[src/rtl/featuremap_pad_writer_pkg.sv]
// Shared types and constants for the zero-padding feature-map FIFO writer.
// The state enum doubles as the debug encoding seen on dbg_state.
package featuremap_pad_writer_pkg;

  localparam int FM_DATA_WIDTH = 32;

  // IEEE-754 single-precision +0.0 used for every border word.
  localparam logic [31:0] FP32_ZERO = 32'h0000_0000;

  typedef enum logic [1:0] {
    ST_IDLE   = 2'd0,
    ST_STREAM = 2'd1,
    ST_DONE   = 2'd2
  } state_t;

  // Counter width able to hold 0..n-1, never narrower than one bit.
  function automatic int ctr_width(input int n);
    return (n <= 2) ? 1 : $clog2(n);
  endfunction

endpackage

[src/rtl/featuremap_pad_writer_if.sv]
// Upstream pixel stream plus downstream FIFO write port of one padding writer.
// The writer holds the master modport; the environment holds the slave one.
interface featuremap_pad_writer_if
  import featuremap_pad_writer_pkg::*;
#(
  parameter int DATA_WIDTH = FM_DATA_WIDTH
);

  // Upstream: a pixel transfers in any cycle where valid_in & ready_in, and
  // data_in must stay stable while valid_in is high and ready_in is low.
  // Downstream: a word is written in every cycle where wrreq is high; wrreq is
  // never raised while fifo_full is high.
  logic [DATA_WIDTH-1:0] data_in;
  logic                  valid_in;
  logic                  ready_in;
  logic                  fifo_full;
  logic                  wrreq;
  logic [DATA_WIDTH-1:0] data_out;

  modport master (
    input  data_in,
    input  valid_in,
    input  fifo_full,
    output ready_in,
    output wrreq,
    output data_out
  );

  modport slave (
    output data_in,
    output valid_in,
    output fifo_full,
    input  ready_in,
    input  wrreq,
    input  data_out
  );

endinterface

[src/rtl/featuremap_pad_writer_counter.sv]
// Row/column position inside the padded (HEIGHT+2)x(WIDTH+2) frame.
// Advances one column per written word and flags border and final positions.
module featuremap_pad_counter
  import featuremap_pad_writer_pkg::*;
#(
  parameter int WIDTH  = 56,
  parameter int HEIGHT = 56
) (
  input  logic clk,
  input  logic rst,
  input  logic clear,
  input  logic advance,
  output logic border,
  output logic last
);

  localparam int COL_W = ctr_width(WIDTH + 2);
  localparam int ROW_W = ctr_width(HEIGHT + 2);
  localparam logic [COL_W-1:0] COL_LAST = COL_W'(WIDTH + 1);
  localparam logic [ROW_W-1:0] ROW_LAST = ROW_W'(HEIGHT + 1);

  logic [COL_W-1:0] col_q, col_d;
  logic [ROW_W-1:0] row_q, row_d;

  always_comb begin
    col_d = col_q;
    row_d = row_q;
    if (clear) begin
      col_d = '0;
      row_d = '0;
    end else if (advance) begin
      if (col_q == COL_LAST) begin
        col_d = '0;
        // Wrap the row after the final word so the next frame starts at origin.
        row_d = (row_q == ROW_LAST) ? '0 : row_q + 1'b1;
      end else begin
        col_d = col_q + 1'b1;
      end
    end
  end

  always_ff @(posedge clk or posedge rst) begin
    if (rst) begin
      col_q <= '0;
      row_q <= '0;
    end else begin
      col_q <= col_d;
      row_q <= row_d;
    end
  end

  always_comb begin
    border = (row_q == '0) || (row_q == ROW_LAST) ||
             (col_q == '0) || (col_q == COL_LAST);
    last   = (row_q == ROW_LAST) && (col_q == COL_LAST);
  end

endmodule

[src/rtl/featuremap_pad_writer.sv]
// Wraps one channel's raster in a one-pixel ring of +0.0 and writes the padded
// frame into the feature-map FIFO in raster order, one word per write.
module featuremap_pad_writer
  import featuremap_pad_writer_pkg::*;
#(
  parameter int DATA_WIDTH = FM_DATA_WIDTH,
  parameter int WIDTH      = 56,
  parameter int HEIGHT     = 56
) (
  input  logic                           clk,
  input  logic                           rst,
  input  logic                           start,
  featuremap_pad_writer_if.master        bus,
  output logic                           busy,
  output logic                           frame_done,
  output state_t                         dbg_state
);

  state_t state_q, state_d;
  logic   busy_q, busy_d;
  logic   frame_done_q, frame_done_d;

  logic   streaming;
  logic   border;
  logic   last;
  logic   clear;
  logic   write_en;

  featuremap_pad_counter #(
    .WIDTH  (WIDTH),
    .HEIGHT (HEIGHT)
  ) u_counter (
    .clk     (clk),
    .rst     (rst),
    .clear   (clear),
    .advance (write_en),
    .border  (border),
    .last    (last)
  );

  // Border words never wait for upstream; interior words need a valid pixel.
  always_comb begin
    streaming = (state_q == ST_STREAM);
    write_en  = streaming && !bus.fifo_full && (border || bus.valid_in);
  end

  assign bus.wrreq    = write_en;
  assign bus.ready_in = streaming && !border && !bus.fifo_full;
  assign bus.data_out = (streaming && !border) ? bus.data_in : DATA_WIDTH'(FP32_ZERO);

  always_comb begin
    state_d      = state_q;
    busy_d       = busy_q;
    frame_done_d = 1'b0;
    clear        = 1'b0;
    unique case (state_q)
      ST_IDLE: begin
        if (start) begin
          state_d = ST_STREAM;
          busy_d  = 1'b1;
          clear   = 1'b1;
        end
      end
      ST_STREAM: begin
        if (write_en && last) begin
          state_d      = ST_DONE;
          busy_d       = 1'b0;
          frame_done_d = 1'b1;
        end
      end
      ST_DONE: begin
        state_d = ST_IDLE;
      end
      default: begin
        state_d = ST_IDLE;
        busy_d  = 1'b0;
      end
    endcase
  end

  always_ff @(posedge clk or posedge rst) begin
    if (rst) begin
      state_q      <= ST_IDLE;
      busy_q       <= 1'b0;
      frame_done_q <= 1'b0;
    end else begin
      state_q      <= state_d;
      busy_q       <= busy_d;
      frame_done_q <= frame_done_d;
    end
  end

  assign busy       = busy_q;
  assign frame_done = frame_done_q;
  assign dbg_state  = state_q;

endmodule

[src/flat_wrapper.sv]
// flat-port wrapper written by rule: the top's interface ports become plain ports
module featuremap_pad_writer_flat import featuremap_pad_writer_pkg::*;
#(
  parameter int DATA_WIDTH = FM_DATA_WIDTH,
  parameter int WIDTH      = 56,
  parameter int HEIGHT     = 56
)
  (clk, rst, start, busy, frame_done, dbg_state, bus_data_in, bus_valid_in, bus_fifo_full, bus_ready_in, bus_wrreq, bus_data_out);
  featuremap_pad_writer_if #(.DATA_WIDTH(DATA_WIDTH)) bus_i ();
  input  logic clk;
  input  logic rst;
  input  logic start;
  output logic busy;
  output logic frame_done;
  output state_t dbg_state;
  input wire logic [$bits(bus_i.data_in)-1:0] bus_data_in;
  input wire logic [$bits(bus_i.valid_in)-1:0] bus_valid_in;
  input wire logic [$bits(bus_i.fifo_full)-1:0] bus_fifo_full;
  output wire logic [$bits(bus_i.ready_in)-1:0] bus_ready_in;
  output wire logic [$bits(bus_i.wrreq)-1:0] bus_wrreq;
  output wire logic [$bits(bus_i.data_out)-1:0] bus_data_out;
  assign bus_i.data_in = bus_data_in;
  assign bus_i.valid_in = bus_valid_in;
  assign bus_i.fifo_full = bus_fifo_full;
  assign bus_ready_in = bus_i.ready_in;
  assign bus_wrreq = bus_i.wrreq;
  assign bus_data_out = bus_i.data_out;
  featuremap_pad_writer #(.DATA_WIDTH(DATA_WIDTH), .WIDTH(WIDTH), .HEIGHT(HEIGHT)) u_core (.clk(clk), .rst(rst), .start(start), .bus(bus_i), .busy(busy), .frame_done(frame_done), .dbg_state(dbg_state));
endmodule
[config.mk]
export PLATFORM = sky130hd
export DESIGN_NAME = featuremap_pad_writer_flat
export DESIGN_NICKNAME = d
export VERILOG_FILES = /design/src/rtl/featuremap_pad_writer_pkg.sv /design/src/rtl/featuremap_pad_writer_if.sv /design/src/rtl/featuremap_pad_writer_counter.sv /design/src/rtl/featuremap_pad_writer.sv /design/src/flat_wrapper.sv
export SDC_FILE = /design/constraint.sdc
export NUM_CORES = 1
export LEC_CHECK = 0
export ABC_AREA = 1
export CAP_MARGIN = 15
export CORE_MARGIN = 10
export CORE_UTILIZATION = 41
export DETAILED_ROUTE_END_ITERATION = 12
export PLACE_DENSITY = 0.83
export SLEW_MARGIN = 5
export SYNTH_ARGS = -nofsm -noshare
export SYNTH_HDL_FRONTEND = slang
export SYNTH_SLANG_ARGS = --single-unit
[constraint.sdc]
create_clock -name clk -period 2.7 [get_ports clk]
set_clock_uncertainty 0.05 [all_clocks]
set_input_delay 0.675 -clock clk [delete_from_list [all_inputs] [get_ports clk]]
set_output_delay 0.675 -clock clk [all_outputs]
set_load 0.05 [all_outputs]
* Word-level counts from Yosys, hierarchy flattened
Index checks and enable logic that the tools add are counted.
Operators by class: add/subtract/negate cells 2, equal/unequal tests 6, multiplexer cells 18, bitwise gates (word level) 1, reduce and logical (&&, ||, !) cells 20
Operator list (count):
- $mux 6 | 7
- $mux 32 | 1
- $add 6x1->6 const B | 2
- $eq 6x6->1 const B | 2
- $logic_not 6->1 | 2
- $logic_and 1x1->1 | 6
- $mux 1 | 6
- $logic_or 1x1->1 | 4
- $mux 2 | 2
- $ne 2x2->1 const B | 2
- $pmux 2 s2 | 1
- $reduce_and 2->1 | 2
- $reduce_bool 2->1 | 2
- $pmux 1 s3 | 1
- $reduce_and 3->1 | 1
- $eq 2x1->1 const B | 1
- $eq 2x2->1 const B | 1
- $logic_not 1->1 | 2
- $logic_not 2->1 | 1
- $not 1->1 | 1
Word-level totals: flip-flop bits (word level) 16, output and inout port bits 38, word-level logic and storage cells 52

* Depth between registers and ports, before layout
Gate-level depths: netlist (run 1).
depth in word-level cells 9, mapped depth 11

* Hierarchy
Synthesis (run 1) repeated with hierarchy kept, for this count alone.
Unflattened totals: cells, all modules 193, area total of the unflattened synthesis 1505.2 um^2
By module, submodules not included:
- featuremap_pad_counter | instances 1, cells an instance 103, area each 833.3 um^2, seq. area each 300.3 um^2
- featuremap_pad_writer | instances 1, cells an instance 90, area each 671.9 um^2, seq. area each 100.1 um^2

* Worst setup path before layout (run 1)
Ideal clock, no wire load.
kind register to output, start point reg u_core.state_q[0], in the netlist u_core.dbg_state[0], end point out bus_data_out[10], arrival time 1.960 ns, path slack 0.015 ns, cell stages (with the launch flop) 6, buffers on the path 1, path through dfrtp_1 > inv_1 > nor2_1 > nand3_1 > buf_2 > nor2_1
On the way: cells in the longest elaborated chain, start to end 3
RTL lines:
- from (decl) | RTL line featuremap_pad_writer.sv:19 | state_t state_q, state_d;
- from (signal assigned) | RTL line featuremap_pad_writer.sv:87 | state_q <= state_d;
- $eq 2x1->1 | RTL line featuremap_pad_writer.sv:43 | streaming = (state_q == ST_STREAM);
- $logic_and 1x1->1 | RTL line featuremap_pad_writer.sv:49 | assign bus.data_out = (streaming && !border) ? bus.data_in : DATA_WIDTH'(FP32_ZERO);
- $mux 32 | RTL line featuremap_pad_writer.sv:49
- to (decl) | RTL line flat_wrapper.sv:21 | output wire logic [$bits(bus_i.data_out)-1:0] bus_data_out;
Every way passes these cells.

* Worst setup path after layout (run 1)
start point reg u_core.u_counter.col_q[1], end point out bus_data_out[2]
On the way: cells in the longest elaborated chain, start to end 6
RTL lines:
- from (decl) | RTL line featuremap_pad_writer_counter.sv:22 | logic [COL_W-1:0] col_q, col_d;
- from (signal assigned) | RTL line featuremap_pad_writer_counter.sv:47 | col_q <= col_d;
- $logic_not 6->1 | RTL line featuremap_pad_writer_counter.sv:54 | (col_q == '0) || (col_q == COL_LAST);
- $logic_or 1x1->1 | RTL line featuremap_pad_writer_counter.sv:53 | border = (row_q == '0) || (row_q == ROW_LAST) ||
- $logic_or 1x1->1 (*) | RTL line featuremap_pad_writer_counter.sv:54
- $logic_not 1->1 (*) | RTL line featuremap_pad_writer.sv:49
- $logic_and 1x1->1 (*) | RTL line featuremap_pad_writer.sv:49
- $mux 32 (*) | RTL line featuremap_pad_writer.sv:49
Every way passes the cells marked *; elsewhere a longest branch is shown, timed or not.

==> flow_metrics.env, run 1 <==
export IMPL_async_flop_share_pct=100.0
export IMPL_syn_to_final_growth_pct=101.4
export IMPL_ys_top_cells_by_area="dfrtp_1 31%, inv_1 14%, nor2_1 14%"
export IMPL_start_kind="register"
export IMPL_yosysTopAreaCellShare_pct=30.74
export IMPL_synthesis_area_um2=1302
export IMPL_grt_max_degree=34
export IMPL_slew_viol_final=0
export IMPL_fin_util_pct=85.94
export IMPL_holdPathStages=2
export IMPL_worstHoldStart="u_core.u_counter.row_q[3]$_DFFE_PP0P_"
export IMPL_viasPerCell=4.997
export IMPL_crit_type="reg2out"
export IMPL_start_util_pct=42.66
export IMPL_layout_nets=323
export IMPL_slew_headroom_pct=60.03
export IMPL_antenna_cells=0
export IMPL_setup_ws_ns=0.06328
export IMPL_overflow=0
export IMPL_wirelength_um=5861
export IMPL_hold_buffers=0
export IMPL_reg2reg_slack_ns=0.87
export IMPL_r2r_start="u_core.u_counter.col_q[1]$_DFFE_PP0P_"
export IMPL_layout_min_cycle_time_ns=2.637
export IMPL_die_area_um2=5832
export IMPL_drc=0
export IMPL_grt_setup_unrepaired="yes"
export IMPL_dpl_cell_area_um2=2432
export IMPL_nFillCells=148
export IMPL_p_per_area_nw_per_um2=1460
export IMPL_p_total_mw=3.831
export IMPL_die_h_um=76.37
export IMPL_vias=1614
export IMPL_synth_largest_area_cell="dfrtp_1"
export IMPL_synth_area_per_cell_um2=6.480
export IMPL_r2r_end="u_core.u_counter.row_q[1]$_DFFE_PP0P_"
export IMPL_max_freq_mhz=379.3
export IMPL_grt_pass1_vias=1426
export IMPL_finish_instance_area_um2=2624
export IMPL_pre_cts_slack_ns=0.2414
export IMPL_status="finished clean"
export IMPL_clock_path_buffers=2
export IMPL_grt_use_total_pct=16.38
export IMPL_yosysMostFrequentCell="inv_1"
export IMPL_period_share_pct=97.66
export IMPL_yosysSeqAreaShare_pct=30.74
export IMPL_pin_count=75
export IMPL_drt_pass1_iter_count=4
export IMPL_die_width_um=76.37
export IMPL_cp_data_arrival_time_ns=1.91
export IMPL_cp_data_required_time_ns=1.98
export IMPL_finalSetupViolations=0
export IMPL_synth_cell_types=24
export IMPL_std_cell_rows=20
export IMPL_drive_gt1_share_pct=33.69
export IMPL_syn_inst=201
export IMPL_cts_tree="done"
export IMPL_leakage_nw=1.294
export IMPL_htree_levels=1
export IMPL_hold_class="reg2reg"
export IMPL_hold_viol=0
export IMPL_cts_sinks=16
export IMPL_ant_nets=0
export IMPL_multi_input_area_um2=790.8
export IMPL_ys_ff_latch=16
export IMPL_drv_cap=0
export IMPL_synth_nets=244
export IMPL_synth_edf_count=0
export IMPL_yosysWarnings=0
export IMPL_critical_path_peak_fanout=8
export IMPL_synth_ff_type="dfrtp_1"
export IMPL_hold_end="u_core.u_counter.row_q[3]$_DFFE_PP0P_"
export IMPL_grt_pass1_wl_um=7776
export IMPL_antenna_found_initial=0
export IMPL_synthTopCellsByCount="50 x inv_1, 47 x nor2_1, 29 x nand2_1, 17 x nand3_1, 16 x dfrtp_1"
export IMPL_core_area_um2=3053
export IMPL_cp_end_kind="output pin"
export IMPL_cts_buffers=3
export IMPL_clk_pin_slew_ns=0.09
export IMPL_drtIter0Drc=83
export IMPL_gp_congestion=0.8813
export IMPL_vdd_ir_drop_max_mv=0.6901
export IMPL_r2r_cells=11
export IMPL_tightest_slew_ns=0.5989
export IMPL_clock_latency_ns=0.29
export IMPL_io_buffers=74
export IMPL_cts_root_buffer="clkbuf_4"
export IMPL_hpwl_um=4224
export IMPL_wire_per_inst_um=18.15
export IMPL_seq_area_um2=401.6
==> timing repair <==
action	CTS	global route
cloned	0	2
gates resized for setup	2	38
pin swaps	0	1
setup endpoints to repair	3	33
hold endpoints to repair	0	0
setup buffers	0	1
==> placed cells by master, fill, tap and decap left out, types with 4 or more instances in the layout <==
| master | count |
|---|---|
| nor2_1 | 14 |
| buf_12 | 35 |
| clkdlybuf4s50_1 | 40 |
| dfrtp_1 | 15 |
| nand3_1 | 16 |
| ha_1 | 6 |
| nand2_1 | 29 |
| nor2_4 | 4 |
| nor3_1 | 4 |
| nor2_2 | 33 |
| inv_1 | 49 |
==> critical path, stage by stage (launching register included) <==
cell and delay [ns]:
dfrtp_1 0.37, inv_1 0.09, ha_1 0.20, nand3_2 0.09
nor2_4 0.06, nor2_4 0.16, nand3_4 0.12, clkbuf_16 0.19
nor2_2 0.17, buf_12 0.17
==> state kept, by name, indices dropped and copies added (netlist names) <==
name and count:
u_core.frame_done 1, u_core.u_counter.row_q 6, u_core.busy 1, u_core.dbg_state 2, u_core.u_counter.col_q 6
==> where the power goes <==
group          leakage (nW)  switching (mW)  internal (mW)
registers             0.207          0.0812          0.307
logic                  1.07            1.87           1.41
clock network        0.0210          0.0772         0.0822
total                  1.29            2.03           1.80
==> metrics by stage <==
step | std cells | setup TNS, ns | hold WS [ns]
CTS | 320 | -0.004920 | 0.4714
detailed placement | 316 | 0 | 0.4581
finish | 323 | 0 | 0.4876
global route | 323 | -0.05126 | 0.5214
floorplan | 201 | 0 | 0.4354
global placement | 316 | 0 | 0.4549
==> worst max path at each step <==
stage,start,end,slack (ns),cells past startpoint
5_1_grt,u_core.u_counter.col_q[1]$_DFFE_PP0P_,bus_data_out[12],-0.03,9
3_3_place_gp,bus_fifo_full,bus_wrreq,0.26,5
4_1_cts,u_core.u_counter.col_q[1]$_DFFE_PP0P_,bus_data_out[9],-0.003,9
3_5_place_dp,bus_fifo_full,bus_wrreq,0.24,5
2_1_floorplan,u_core.dbg_state[0]$_DFFE_PP0P_,bus_data_out[10],0.02,5
6_report,u_core.u_counter.col_q[1]$_DFFE_PP0P_,bus_data_out[2],0.06,9
==> logic make-up after synthesis <==
kind of cell               share of synthesized area [%]
adders and majority gates                          5.764
and+or+nand+nor                                    40.25
AOI/OAI and AO/OA                                  2.882
xor gates and xnor gates                           3.363
DFF                                                30.74
buffers and inverters                              17.00
==> metal layers <==
layer,global-route usage [%],vias up,share of wire [%],routed length [µm]
met2,27.72,91,50,2949
li1,-,745,-,-
met1,19.85,769,40,2365
met5,0,-,0,0
met4,3.346,0,1.0,59
met3,5.071,9,8.3,487
==> cell type report <==
type / count / share of cell area (%)
Multi-Input combinational cell: 129 / 30.14
Tap cell: 44 / 2.098
Sequential cell: 16 / 15.31
Timing Repair Buffer: 78 / 43.63
Inverter: 52 / 7.439
Clock buffer: 4 / 1.383
Power figures use the tool's default switching activity.
==> inputs of run 2 (changes only) <==
--- a/constraint.sdc
+++ b/constraint.sdc
@@ -3,3 +3,3 @@
 set_input_delay 0.675 -clock clk [delete_from_list [all_inputs] [get_ports clk]]
 set_output_delay 0.675 -clock clk [all_outputs]
-set_load 0.05 [all_outputs]
+set_load 0.005 [all_outputs]
==> run 2 against run 1 <==
  * Register-to-register slack hardly changed
  * Non-clock buffer count is 6 higher
  * Clock power is 21% lower
  * Global-route usage is 1.9 points lower
  * Combinational power is 64% lower
  * Final cell count is 1.5% higher
  * Sequential power is 4% lower
  * Total power is 56% lower
  * Worst hold slack worse by 0.024 ns
  * Wire length is 26% lower
  * Critical path type unchanged
==> flow_metrics.env, run 2 (same netlist as run 1, synthesis figures left out) <==
export IMPL_crit_path_cell_trace="ha_1 > nand3_1 > nor2_4 > nor2_4 > nand3_2 > buf_12 > nor2_1 > dlygate4sd2_1"
export IMPL_wire_per_inst_um=13.30
export IMPL_max_freq_mhz=390.9
export IMPL_crit_type="reg2out"
export IMPL_final_cell_mix="49 x inv_1, 47 x nor2_1, 39 x clkdlybuf4s50_1"
export IMPL_cts_root_buffer="clkbuf_4"
export IMPL_grt_max_degree=34
export IMPL_pre_cts_slack_ns=-0.05134
export IMPL_clk_pin_slew_ns=0.09
export IMPL_viasPerCell=4.421
export IMPL_cp_data_required_time_ns=1.98
export IMPL_cpMostUsedCell="nor2_4"
export IMPL_std_cell_rows=20
export IMPL_hold_viol=0
export IMPL_antenna_found_initial=0
export IMPL_clock_latency_ns=0.28
export IMPL_vdd_ir_drop_max_mv=0.4802
export IMPL_combPwrFrac_pct=70.3
export IMPL_p_per_area_nw_per_um2=780.1
export IMPL_layout_min_cycle_time_ns=2.558
export IMPL_drtIter0Drc=38
export IMPL_drv_cap=0
export IMPL_drive_gt1_share_pct=10.92
export IMPL_r2r_start="u_core.u_counter.row_q[1]$_DFFE_PP0P_"
export IMPL_die_area_um2=5832
export IMPL_hpwl_um=3668
export IMPL_grt_use_total_pct=14.45
export IMPL_drc=0
export IMPL_period_share_pct=94.74
export IMPL_critical_path_peak_fanout=33
export IMPL_status="finished clean"
export IMPL_start_util_pct=42.66
export IMPL_gp_congestion=0.8359
export IMPL_finalSetupTns_ns=0
export IMPL_die_h_um=76.37
export IMPL_htree_levels=1
export IMPL_switching_share_pct=44.27
export IMPL_grt_pass1_wl_um=6893
export IMPL_cp_data_arrival_time_ns=1.83
export IMPL_ant_nets=0
export IMPL_clock_path_buffers=2
export IMPL_hold_class="reg2reg"
export IMPL_layout_nets=329
export IMPL_p_clk_share_pct=7.5
export IMPL_cts_tree="done"
export IMPL_cts_sinks=16
export IMPL_overflow=0
export IMPL_layout_commonest_cell="inv_1"
export IMPL_cts_buffers=3
export IMPL_power_switching_uw=745.9
export IMPL_max_stage_delay_ns=0.41
export IMPL_slew_headroom_pct=58.57
export IMPL_startpoint="u_core.u_counter.row_q[0]$_DFFE_PP0P_"
export IMPL_worstHoldStart="u_core.dbg_state[0]$_DFFE_PP0P_"
export IMPL_die_width_um=76.37
export IMPL_finalSetupViolations=0
export IMPL_tightest_slew_ns=0.6208
export IMPL_io_buffers=74
export IMPL_wirelength_um=4364
export IMPL_setup_ws_ns=0.1419
export IMPL_start_kind="register"
export IMPL_critPathSlowestCell="dfrtp_1"
export IMPL_cp_end_kind="output pin"
export IMPL_nFillCells=281
export IMPL_grt_pass1_vias=1300
export IMPL_fin_util_pct=70.74
export IMPL_hold_buffers=0
export IMPL_drt_pass1_iter_count=4
export IMPL_vias=1450
export IMPL_seqPwrFrac_pct=22.2
export IMPL_slew_viol_final=0
export IMPL_pin_count=75
export IMPL_antenna_cells=0
export IMPL_core_area_um2=3053
export IMPL_leakage_nw=1.257
export IMPL_power_internal_uw=938.8
export IMPL_syn_to_final_growth_pct=65.80
[run 2: worst paths after layout]
kind                                                         endpoint  slack (ns)  depth (start not counted)
worst max-delay path                                 bus_data_out[16]        0.14                          8
worst min-delay path                          u_core.busy$_DFFE_PP0P_        0.46                          1
worst max register to register  u_core.u_counter.row_q[0]$_DFFE_PP0P_        0.88                         12
worst min register to register                u_core.busy$_DFFE_PP0P_        0.46                          1
max in group asynchronous       u_core.u_counter.col_q[5]$_DFFE_PP0P_        1.49                          2
min in group asynchronous       u_core.u_counter.row_q[3]$_DFFE_PP0P_        0.71                          2
[run 2: power by group through the flow]
stage | Combinational, mW | Clock, mW | Sequential (mW)
6_report | 1.18 | 0.126 | 0.374
5_1_grt | 1.33 | 0.142 | 0.390
4_1_cts | 1.20 | 0.129 | 0.372
3_5_place_dp | 1.33 | 0 | 0.390
3_3_place_gp | 1.31 | 0 | 0.386
2_1_floorplan | 0.587 | 0 | 0.375
[run 2: cell type report]
class	count	area (µm²)	share of cell area, %
clock buffer	3	22.52	1.043
inverter	52	195.2	9.038
multi-input combinational	129	695.7	32.21
sequential	16	400.4	18.54
tap	44	55.05	2.549
timing repair buffer	84	790.8	36.62
[run 2: metal layers]
layer,GRT usage (%),part of all wire [%]
met2,24.32,45
met1,17.93,46
met3,4.363,8.5
met4,2.230,0.14
met5,0,0
[run 2: critical path, delay by kind of cell (launching register included)]
family | cells | cell delay (ns)
simple gates | 5 | 0.51
fa+ha+maj | 1 | 0.20
flops | 1 | 0.41
buf+inv | 2 | 0.44
[run 2: repair_timing]
item,CTS,global route
pin swaps,0,1
buffers inserted,4,1
resized for setup,36,5
hold endpoints to repair,0,0
endpoints found under the setup margin,34,32
[run 2: through the flow]
| step | total power, mW | std cells | instance area, µm² | hold slack [ns] |
|---|---|---|---|---|
| finish | 1.685 | 328 | 2160 | 0.4640 |
| global route | 1.859 | 328 | 2160 | 0.5083 |
| CTS | 1.699 | 327 | 2142 | 0.4718 |
| detailed placement | 1.717 | 320 | 2122 | 0.4593 |
| global placement | 1.694 | 320 | 2122 | 0.4571 |
| floorplan | 0.9617 | 201 | 1303 | 0.4354 |
==> inputs of run 3 (changes only) <==
CORE_UTILIZATION = 42   (was 41)
CTS_BUF_LIST = sky130_fd_sc_hd__clkbuf_8   (was default)
PLACE_DENSITY = 0.84   (was 0.83)
==> run 3 against run 2 <==
  * Fmax is 1.7% lower
  * Sequential power is 1% higher
  * Final cell count fell by 3.7%
  * Register-to-register slack about the same
  * Sequential cell count did not move
  * Core utilization increased by 1.4 points
  * Non-clock buffer count is 2 lower
  * Die area down 1.8%
  * Design area is 0.29% higher
  * Critical path type unchanged
==> flow_metrics.env, run 3 (same netlist as run 1, synthesis figures left out) <==
export IMPL_vdd_ir_drop_max_mv=0.4874
export IMPL_tightest_slew_ns=0.6046
export IMPL_overflow=0
export IMPL_final_cell_mix="47 x inv_1, 47 x nor2_1, 40 x clkdlybuf4s50_1"
export IMPL_syn_to_final_growth_pct=66.28
export IMPL_std_cell_rows=20
export IMPL_ant_nets=0
export IMPL_r2r_end="u_core.u_counter.row_q[3]$_DFFE_PP0P_"
export IMPL_seqPwrFrac_pct=21.3
export IMPL_crit_type="reg2out"
export IMPL_clock_path_buffers=2
export IMPL_crit_path_cell_trace="inv_2 > ha_1 > nand3_2 > nor2_4 > nor2_4 > nand3_2 > nand2_4 > inv_1 > clkdlybuf4s50_1"
export IMPL_cp_end_kind="output pin"
export IMPL_combPwrFrac_pct=66.3
export IMPL_grt_use_total_pct=14.98
export IMPL_status="finished clean"
export IMPL_wire_per_inst_um=13.61
export IMPL_layout_min_cycle_time_ns=2.601
export IMPL_slew_headroom_pct=59.65
export IMPL_fin_util_pct=72.13
export IMPL_hold_class="reg2reg"
export IMPL_power_internal_mw=1.019
export IMPL_start_kind="register"
export IMPL_die_area_um2=5729
export IMPL_p_per_area_nw_per_um2=820.9
export IMPL_core_area_um2=3003
export IMPL_clock_latency_ns=0.26
export IMPL_max_stage_delay_ns=0.49
export IMPL_viasPerCell=4.585
export IMPL_hold_viol=0
export IMPL_grt_max_degree=34
export IMPL_crit_end="bus_wrreq"
export IMPL_hold_buffers=0
export IMPL_die_h_um=75.69
export IMPL_gp_congestion=0.8733
export IMPL_die_width_um=75.69
export IMPL_finalSetupViolations=0
export IMPL_p_clk_share_pct=12.4
export IMPL_startpoint="u_core.u_counter.col_q[1]$_DFFE_PP0P_"
export IMPL_clk_pin_slew_ns=0.06
export IMPL_start_util_pct=43.37
export IMPL_place_inst=308
export IMPL_drtIter0Drc=61
export IMPL_cp_data_arrival_time_ns=1.88
export IMPL_grt_pass1_wl_um=6686
export IMPL_drc=0
export IMPL_final_cells=316
export IMPL_critPathSlowestCell="clkdlybuf4s50_1"
export IMPL_grt_pass1_vias=1399
export IMPL_antenna_found_initial=0
export IMPL_antenna_cells=0
export IMPL_drive_gt1_share_pct=12.01
export IMPL_leakage_nw=1.251
export IMPL_wirelength_um=4301
export IMPL_vias=1449
export IMPL_layout_nets=327
export IMPL_finalSetupTns_ns=0
export IMPL_cp_data_required_time_ns=1.98
export IMPL_cts_sinks=16
export IMPL_cts_buffers=3
export IMPL_drt_pass1_iter_count=4
export IMPL_pin_count=75
export IMPL_cts_tree="done"
export IMPL_io_buffers=74
export IMPL_slew_viol_final=0
export IMPL_hpwl_um=3540
export IMPL_power_switching_uw=759.3
export IMPL_reg2reg_slack_ns=0.89
export IMPL_r2r_cells=12
export IMPL_max_freq_mhz=384.4
export IMPL_htree_levels=1
export IMPL_drv_cap=0
export IMPL_critical_path_peak_fanout=3
export IMPL_period_share_pct=96.34
export IMPL_cts_root_buffer="clkbuf_8"
export IMPL_grt_setup_unrepaired="no"
export IMPL_switching_share_pct=42.71
export IMPL_r2r_start="u_core.u_counter.col_q[1]$_DFFE_PP0P_"
run 3: critical path, delay by kind of cell (launching register included):
kind                     cells  cell delay [ns]
adder cells (fa/ha/maj)      1             0.16
flip-flops                   1             0.39
AND/OR/NAND/NOR              5             0.44
buffers and inverters        3             0.63
run 3: worst min path at each step:
| stage | start | end | slack (ns) | cells past startpoint |
|---|---|---|---|---|
| 2_1_floorplan | u_core.u_counter.row_q[3]$_DFFE_PP0P_ | u_core.u_counter.row_q[3]$_DFFE_PP0P_ | 0.44 | 2 |
| 5_1_grt | u_core.dbg_state[0]$_DFFE_PP0P_ | u_core.busy$_DFFE_PP0P_ | 0.49 | 1 |
| 4_1_cts | u_core.dbg_state[0]$_DFFE_PP0P_ | u_core.busy$_DFFE_PP0P_ | 0.47 | 1 |
| 3_3_place_gp | u_core.dbg_state[0]$_DFFE_PP0P_ | u_core.busy$_DFFE_PP0P_ | 0.46 | 1 |
| 6_report | u_core.dbg_state[0]$_DFFE_PP0P_ | u_core.busy$_DFFE_PP0P_ | 0.46 | 1 |
| 3_5_place_dp | u_core.dbg_state[0]$_DFFE_PP0P_ | u_core.busy$_DFFE_PP0P_ | 0.46 | 1 |
run 3: stage by stage:
step	hold slack [ns]	cell area [µm²]	setup slack, ns	power (mW)
5_1_grt	0.4923	2166	0.002545	1.958
3_5_place_dp	0.4621	2101	-0.02821	1.720
6_report	0.4618	2166	0.09880	1.778
2_1_floorplan	0.4354	1303	0.6514	0.9617
3_3_place_gp	0.4567	2101	-0.02685	1.695
4_1_cts	0.4717	2146	0.04800	1.787
run 3: final cells by class:
type | count | area (µm²)
fill | 265 | 837.1
sequential | 16 | 400.4
timing repair buffer | 82 | 770.7
inverter | 52 | 195.2
multi-input combinational | 129 | 703.2
clock buffer | 4 | 55.05
tap | 33 | 41.29
run 3: timing repair:
item                                    in CTS  in global routing
endpoints found under the setup margin      34                  9
setup buffers                                3                  1
pin swaps                                    0                  1
resized for setup                           36                  6
run 3: power groups by stage:
| stage | sequential, mW | combinational, mW | clock [mW] |
|---|---|---|---|
| 3_3_place_gp | 0.382 | 1.31 | 0 |
| 5_1_grt | 0.391 | 1.34 | 0.232 |
| 4_1_cts | 0.373 | 1.19 | 0.221 |
| 6_report | 0.379 | 1.18 | 0.221 |
| 3_5_place_dp | 0.384 | 1.34 | 0 |
| 2_1_floorplan | 0.375 | 0.587 | 0 |
run 3: routing by layer:
layer | vias to the layer above | wire length, µm | global-route usage (%)
met5 | - | 0 | 0
met3 | 5 | 559 | 3.906
met1 | 628 | 1726 | 17.59
met4 | 0 | 29 | 3.093
li1 | 752 | - | -
met2 | 64 | 1986 | 26.63
==> patch 1 (flow settings as in run 1) <==
`WIDTH` is set to 56 in 3 places; all go to 28.
--- a/src/rtl/featuremap_pad_writer_counter.sv
+++ b/src/rtl/featuremap_pad_writer_counter.sv
@@ -3,7 +3,7 @@
 module featuremap_pad_counter
   import featuremap_pad_writer_pkg::*;
 #(
-  parameter int WIDTH  = 56,
+  parameter int WIDTH  = 28,
   parameter int HEIGHT = 56
 ) (
   input  logic clk,
--- a/src/rtl/featuremap_pad_writer.sv
+++ b/src/rtl/featuremap_pad_writer.sv
@@ -4,7 +4,7 @@
   import featuremap_pad_writer_pkg::*;
 #(
   parameter int DATA_WIDTH = FM_DATA_WIDTH,
-  parameter int WIDTH      = 56,
+  parameter int WIDTH      = 28,
   parameter int HEIGHT     = 56
 ) (
   input  logic                           clk,
--- a/src/flat_wrapper.sv
+++ b/src/flat_wrapper.sv
@@ -2,7 +2,7 @@
 module featuremap_pad_writer_flat import featuremap_pad_writer_pkg::*;
 #(
   parameter int DATA_WIDTH = FM_DATA_WIDTH,
-  parameter int WIDTH      = 56,
+  parameter int WIDTH      = 28,
   parameter int HEIGHT     = 56
 )
   (clk, rst, start, busy, frame_done, dbg_state, bus_data_in, bus_valid_in, bus_fifo_full, bus_ready_in, bus_wrreq, bus_data_out);
Function: same outputs for any inputs over 10 cycles, from zero or initial values and one cycle with rst high; that may be too few to reach the edited logic, so the function may still have changed.
==> patch 1 against run 1 <==
The run now ends with negative setup slack left. Sequential cell count shrank 1. Sequential power shrank 9.3%. Design area shrank 4.1%. Power shrank 12%. Sequential share of layout area shrank 0.29 points. Maximum frequency shrank 2.6%. Largest power group unchanged. Worst setup slack lost 0.070 ns. Wire length grew 1.9%. Cell count shrank 3.7%. Area after synthesis shrank 7.5%.
==> patch 1: results (changes against run 1) <==
r2r_slack_ns: 0.68  # was 0.87 ns
multiInputGateArea_um2: 680.7  # was 790.8 um2
slowest_stage: "dfrtp_2"  # was dfrtp_1
synth-compound-area-share_pct: 2.492  # was 2.882%
num_vias: 1562  # was 1614
dp.cells: 302  # was 316
track_usage_pct: 17.11  # was 16.38%
n_fill_cell: 118  # was 148
first_pass_iters: 5  # was 4
ir_drop_v: 0.001539  # was 0.0006901 V
met1Wirelength_mm: 2.237  # was 2.365 mm
worstReg2RegStart: "u_core.u_counter.row_q[1]"  # was u_core.u_counter.col_q[1]
finalWeightedCongestion: 0.8872  # was 0.8813
setup_ws_ns: -0.006580  # was 0.06328 ns
path_max_fanout: 17  # was 8
met2_length_mm: 2.816  # was 2.949 mm
slowest_delay_ns: 0.46  # was 0.37 ns
relSlewSlack_pct: 61.36  # was 60.03%
status: "complete, but fails checks"  # was finished clean
finalSetupViolCount: 1  # was 0
synthAdderAreaFrac_pct: 6.231  # was 5.764%
yosysSeqAreaShare_pct: 31.15  # was 30.74%
synth-xor-area-share_pct: 2.908  # was 3.362%
violations: "negative setup slack"
endpoint: "bus_data_out[19]"  # was bus_data_out[2]
syn_area_per_cell_um2: 6.085  # was 6.480 um2
dp_hpwl_mm: 4.227  # was 4.224 mm
r2r-end: "u_core.u_counter.row_q[0]"  # was u_core.u_counter.row_q[1]
==> patch 1: changes by cell type in the layout (fill, tap and decap cells not counted), sizes merged <==
cell,run 1,this run
buf,37,41
nand3,19,16
nor3,5,2
inv,52,58
nand2,34,31
dfrtp,16,15
nand4,0,2
xnor2,2,1
nor4,1,2
nand3b,1,0
==> patch 1: logic make-up (layout without fill, tap and decap cells) <==
group / after synthesis / in the layout
simple gates: 105 / 105
buf+inv: 62 / 144
flops: 15 / 15
fa+ha+maj: 6 / 6
compound gates: 6 / 6
xor+xnor: 4 / 4
==> patch 1: metal layers <==
layer | track usage [%] | up-vias
li1 | - | 734
met1 | 20.59 | 728
met2 | 28.31 | 89
met3 | 6.117 | 11
met4 | 4.472 | 0
met5 | 0 | -
==> patch 1: per-stage QoR <==
stage	total power, uW	TNS, ns
floorplan	1635	0
global placement	2876	0
detailed placement	2911	0
CTS	3043	0
global route	3487	-0.6522
finish	3353	-0.006580
==> patch 1: cell type report <==
type / instances / area share (%)
timing repair buffer: 82 / 46.69
multi-input combinational: 121 / 27.05
sequential: 15 / 15.02
inverter: 58 / 8.652
tap: 31 / 1.542
clock buffer: 4 / 1.044
==> patch 1: repair_timing <==
action / 4_1_cts / 5_1_grt
hold buffers: 0 / 0
buffers inserted: 0 / 3
gates resized for setup: 0 / 38
endpoints found under the setup margin: 0 / 33
==> patch 1: worst min path at each step <==
stage                                end  slack (ns)  cells past startpoint
6_report                     u_core.busy        0.47                      1
5_1_grt                      u_core.busy        0.50                      1
2_1_floorplan  u_core.u_counter.row_q[1]        0.44                      2
4_1_cts                      u_core.busy        0.46                      1
3_3_place_gp                 u_core.busy        0.43                      1
3_5_place_dp                 u_core.busy        0.45                      1
==> patch 1: power by group through the flow <==
stage	Combinational [uW]	Sequential, uW	Clock, uW
4_1_cts	2570	345	131
6_report	2870	352	133
3_3_place_gp	2530	346	0
5_1_grt	2980	359	144
3_5_place_dp	2560	349	0
2_1_floorplan	1280	358	0
==> patch 2 (config.mk and constraints of run 1) <==
Made on the original files. Register the output `dbg_state` once more; this adds one clock of latency there. The other outputs are not delayed to match.
--- a/src/rtl/featuremap_pad_writer.sv
+++ b/src/rtl/featuremap_pad_writer.sv
@@ -92,7 +92,9 @@
 
   assign busy       = busy_q;
   assign frame_done = frame_done_q;
-  assign dbg_state  = state_q;
+  always_ff @(posedge clk) begin
+    dbg_state <= state_q;
+  end
 
 endmodule
 
Function: changed (Yosys sat finds a counterexample within 4 cycles, from zero or initial values and one cycle with rst high).
==> patch 2 against run 1 <==
Die area is 1.3% higher. Design area rose by 1.8%. Power is 9.2% lower. Sequential power increased by 2%. Synthesized cell count increased by 1.5%. Global-route usage rose by 0.25 points. Wire length is 1.7% lower. Sequential cell count increased by 2. Worst setup slack lost 0.016 ns. Area after synthesis grew 1.8%. Worst hold slack worse by 0.12 ns. Largest power group unchanged.
==> patch 2: results (changes against run 1) <==
status: "finished clean"  # unchanged
track_usage_pct: 16.63  # was 16.38%
yosysSeqAreaShare_pct: 33.21  # was 30.74%
rr_worst_depth: 12  # was 11
drt_iter0_markers: 93  # was 83
slowest_delay_ns: 0.39  # was 0.37 ns
clk_pin_slew_ns: 0.11  # was 0.09 ns
drive_gt1_share_pct: 32.63  # was 33.69%
worst_pin_slew_ns: 0.6085  # was 0.5989 ns
ir_drop_v: 0.0007198  # was 0.0006901 V
dp_hpwl_mm: 4.303  # was 4.224 mm
r2r_slack_ns: 0.73  # was 0.87 ns
whs_ns: 0.3724  # was 0.4876 ns
leakagePower_uw: 0.001321  # was 0.001294 uW
vias_per_cell: 4.812  # was 4.997
wl_per_cell_um: 17.51  # was 18.15 um
hold_depth: 0  # was 2
path_max_fanout: 8  # unchanged
cp_data_arrival_time_ns: 1.93  # was 1.91 ns
p_seq_uw: 396  # was 388 uW
place_area_um2: 2464  # was 2432 um2
n_fill_cell: 141  # was 148
dp.cells: 320  # was 316
grt_max_degree: 34  # unchanged
pre_cts_ws_ns: 0.1774  # was 0.2414 ns
min_from: "u_core.state_q[0]"  # was u_core.u_counter.row_q[3]
r2r-end: "u_core.u_counter.row_q[5]"  # was u_core.u_counter.row_q[1]
ys_warn_count: 0  # unchanged
holdPathEnd: "u_core.dbg_state[0]"  # was u_core.u_counter.row_q[3]
fin_cells: 329  # was 323
synth_commonest_cells: "53 x inv_1, 51 x nor2_1, 30 x nand2_1"  # was 50 x inv_1, 47 x nor2_1, 29 x nand2_1
grt_pass1_wl_mm: 8.059  # was 7.776 mm
intPower_uw: 1675  # was 1800 uW
netlist_instances: 204  # was 201
yosys-top-cells-area: "dfrtp_1 30%, inv_1 15%, nor2_1 14%"  # was dfrtp_1 31%, inv_1 14%, nor2_1 14%
syn-num-nets: 247  # was 244
power.density_nw_per_um2: 1303  # was 1460 nW/um2
grt_pass1_vias: 1580  # was 1426
finalWeightedCongestion: 0.8630  # was 0.8813
p_clk_uw: 172  # was 159 uW
async_flop_share_pct: 88.89  # was 100.0%
first_pass_iters: 4  # unchanged
hp-class: "reg -> reg"  # unchanged
patch 2: cell types whose count changed in the layout (fill, tap and decap cells not counted), moves of 2 or more:
cell	run 1	this run
inv_1	49	53
nor2_1	14	18
buf_4	1	4
dfxtp_1	0	2
inv_2	3	1
nand2_4	3	1
nor3b_1	1	3
o21ai_0	2	0
patch 2: timing repair:
action                                  in CTS  in global routing
pin swaps                                    0                  1
gates resized for setup                      5                 34
setup buffers                                0                  3
endpoints found under the setup margin       4                 33
gates cloned                                 0                  2
patch 2: kinds of logic after synthesis:
kind of cell | after synthesis | share of synthesized area, %
xor+xnor | 4 | 2.642
simple gates | 112 | 37.83
compound gates | 6 | 3.396
flops | 18 | 33.21
buf+inv | 58 | 17.26
fa+ha+maj | 6 | 5.660
patch 2: how the worst max path moves through the flow:
stage | slack, ns | from | cells after the start | endpoint
floorplan | 0.11 | u_core.u_counter.col_q[0] | 7 | bus_data_out[10]
global placement | 0.19 | bus_fifo_full | 5 | bus_wrreq
detailed placement | 0.18 | bus_fifo_full | 5 | bus_wrreq
CTS | 0.0001 | u_core.u_counter.col_q[1] | 9 | bus_data_out[25]
global route | -0.02 | u_core.u_counter.col_q[1] | 9 | bus_data_out[19]
finish | 0.05 | u_core.u_counter.col_q[1] | 9 | bus_data_out[21]
patch 2: layout make-up:
class / instances / area, um2 / area share [%]
repair buffers: 81 / 1167 / 43.72
inverters: 54 / 202.7 / 7.591
flip-flops and latches: 18 / 441.7 / 16.54
well taps: 44 / 55.05 / 2.062
multi-input cells: 128 / 767.0 / 28.73
clock buffers: 4 / 36.28 / 1.359
patch 2: per-layer routing:
metal  vias to the layer above  wire [um]  track usage [%]
met5                         -          0                0
met4                         0         68            3.346
met3                         7        433            4.545
met2                        79       2864            28.84
met1                       740       2395            19.91
li1                        757          -                -
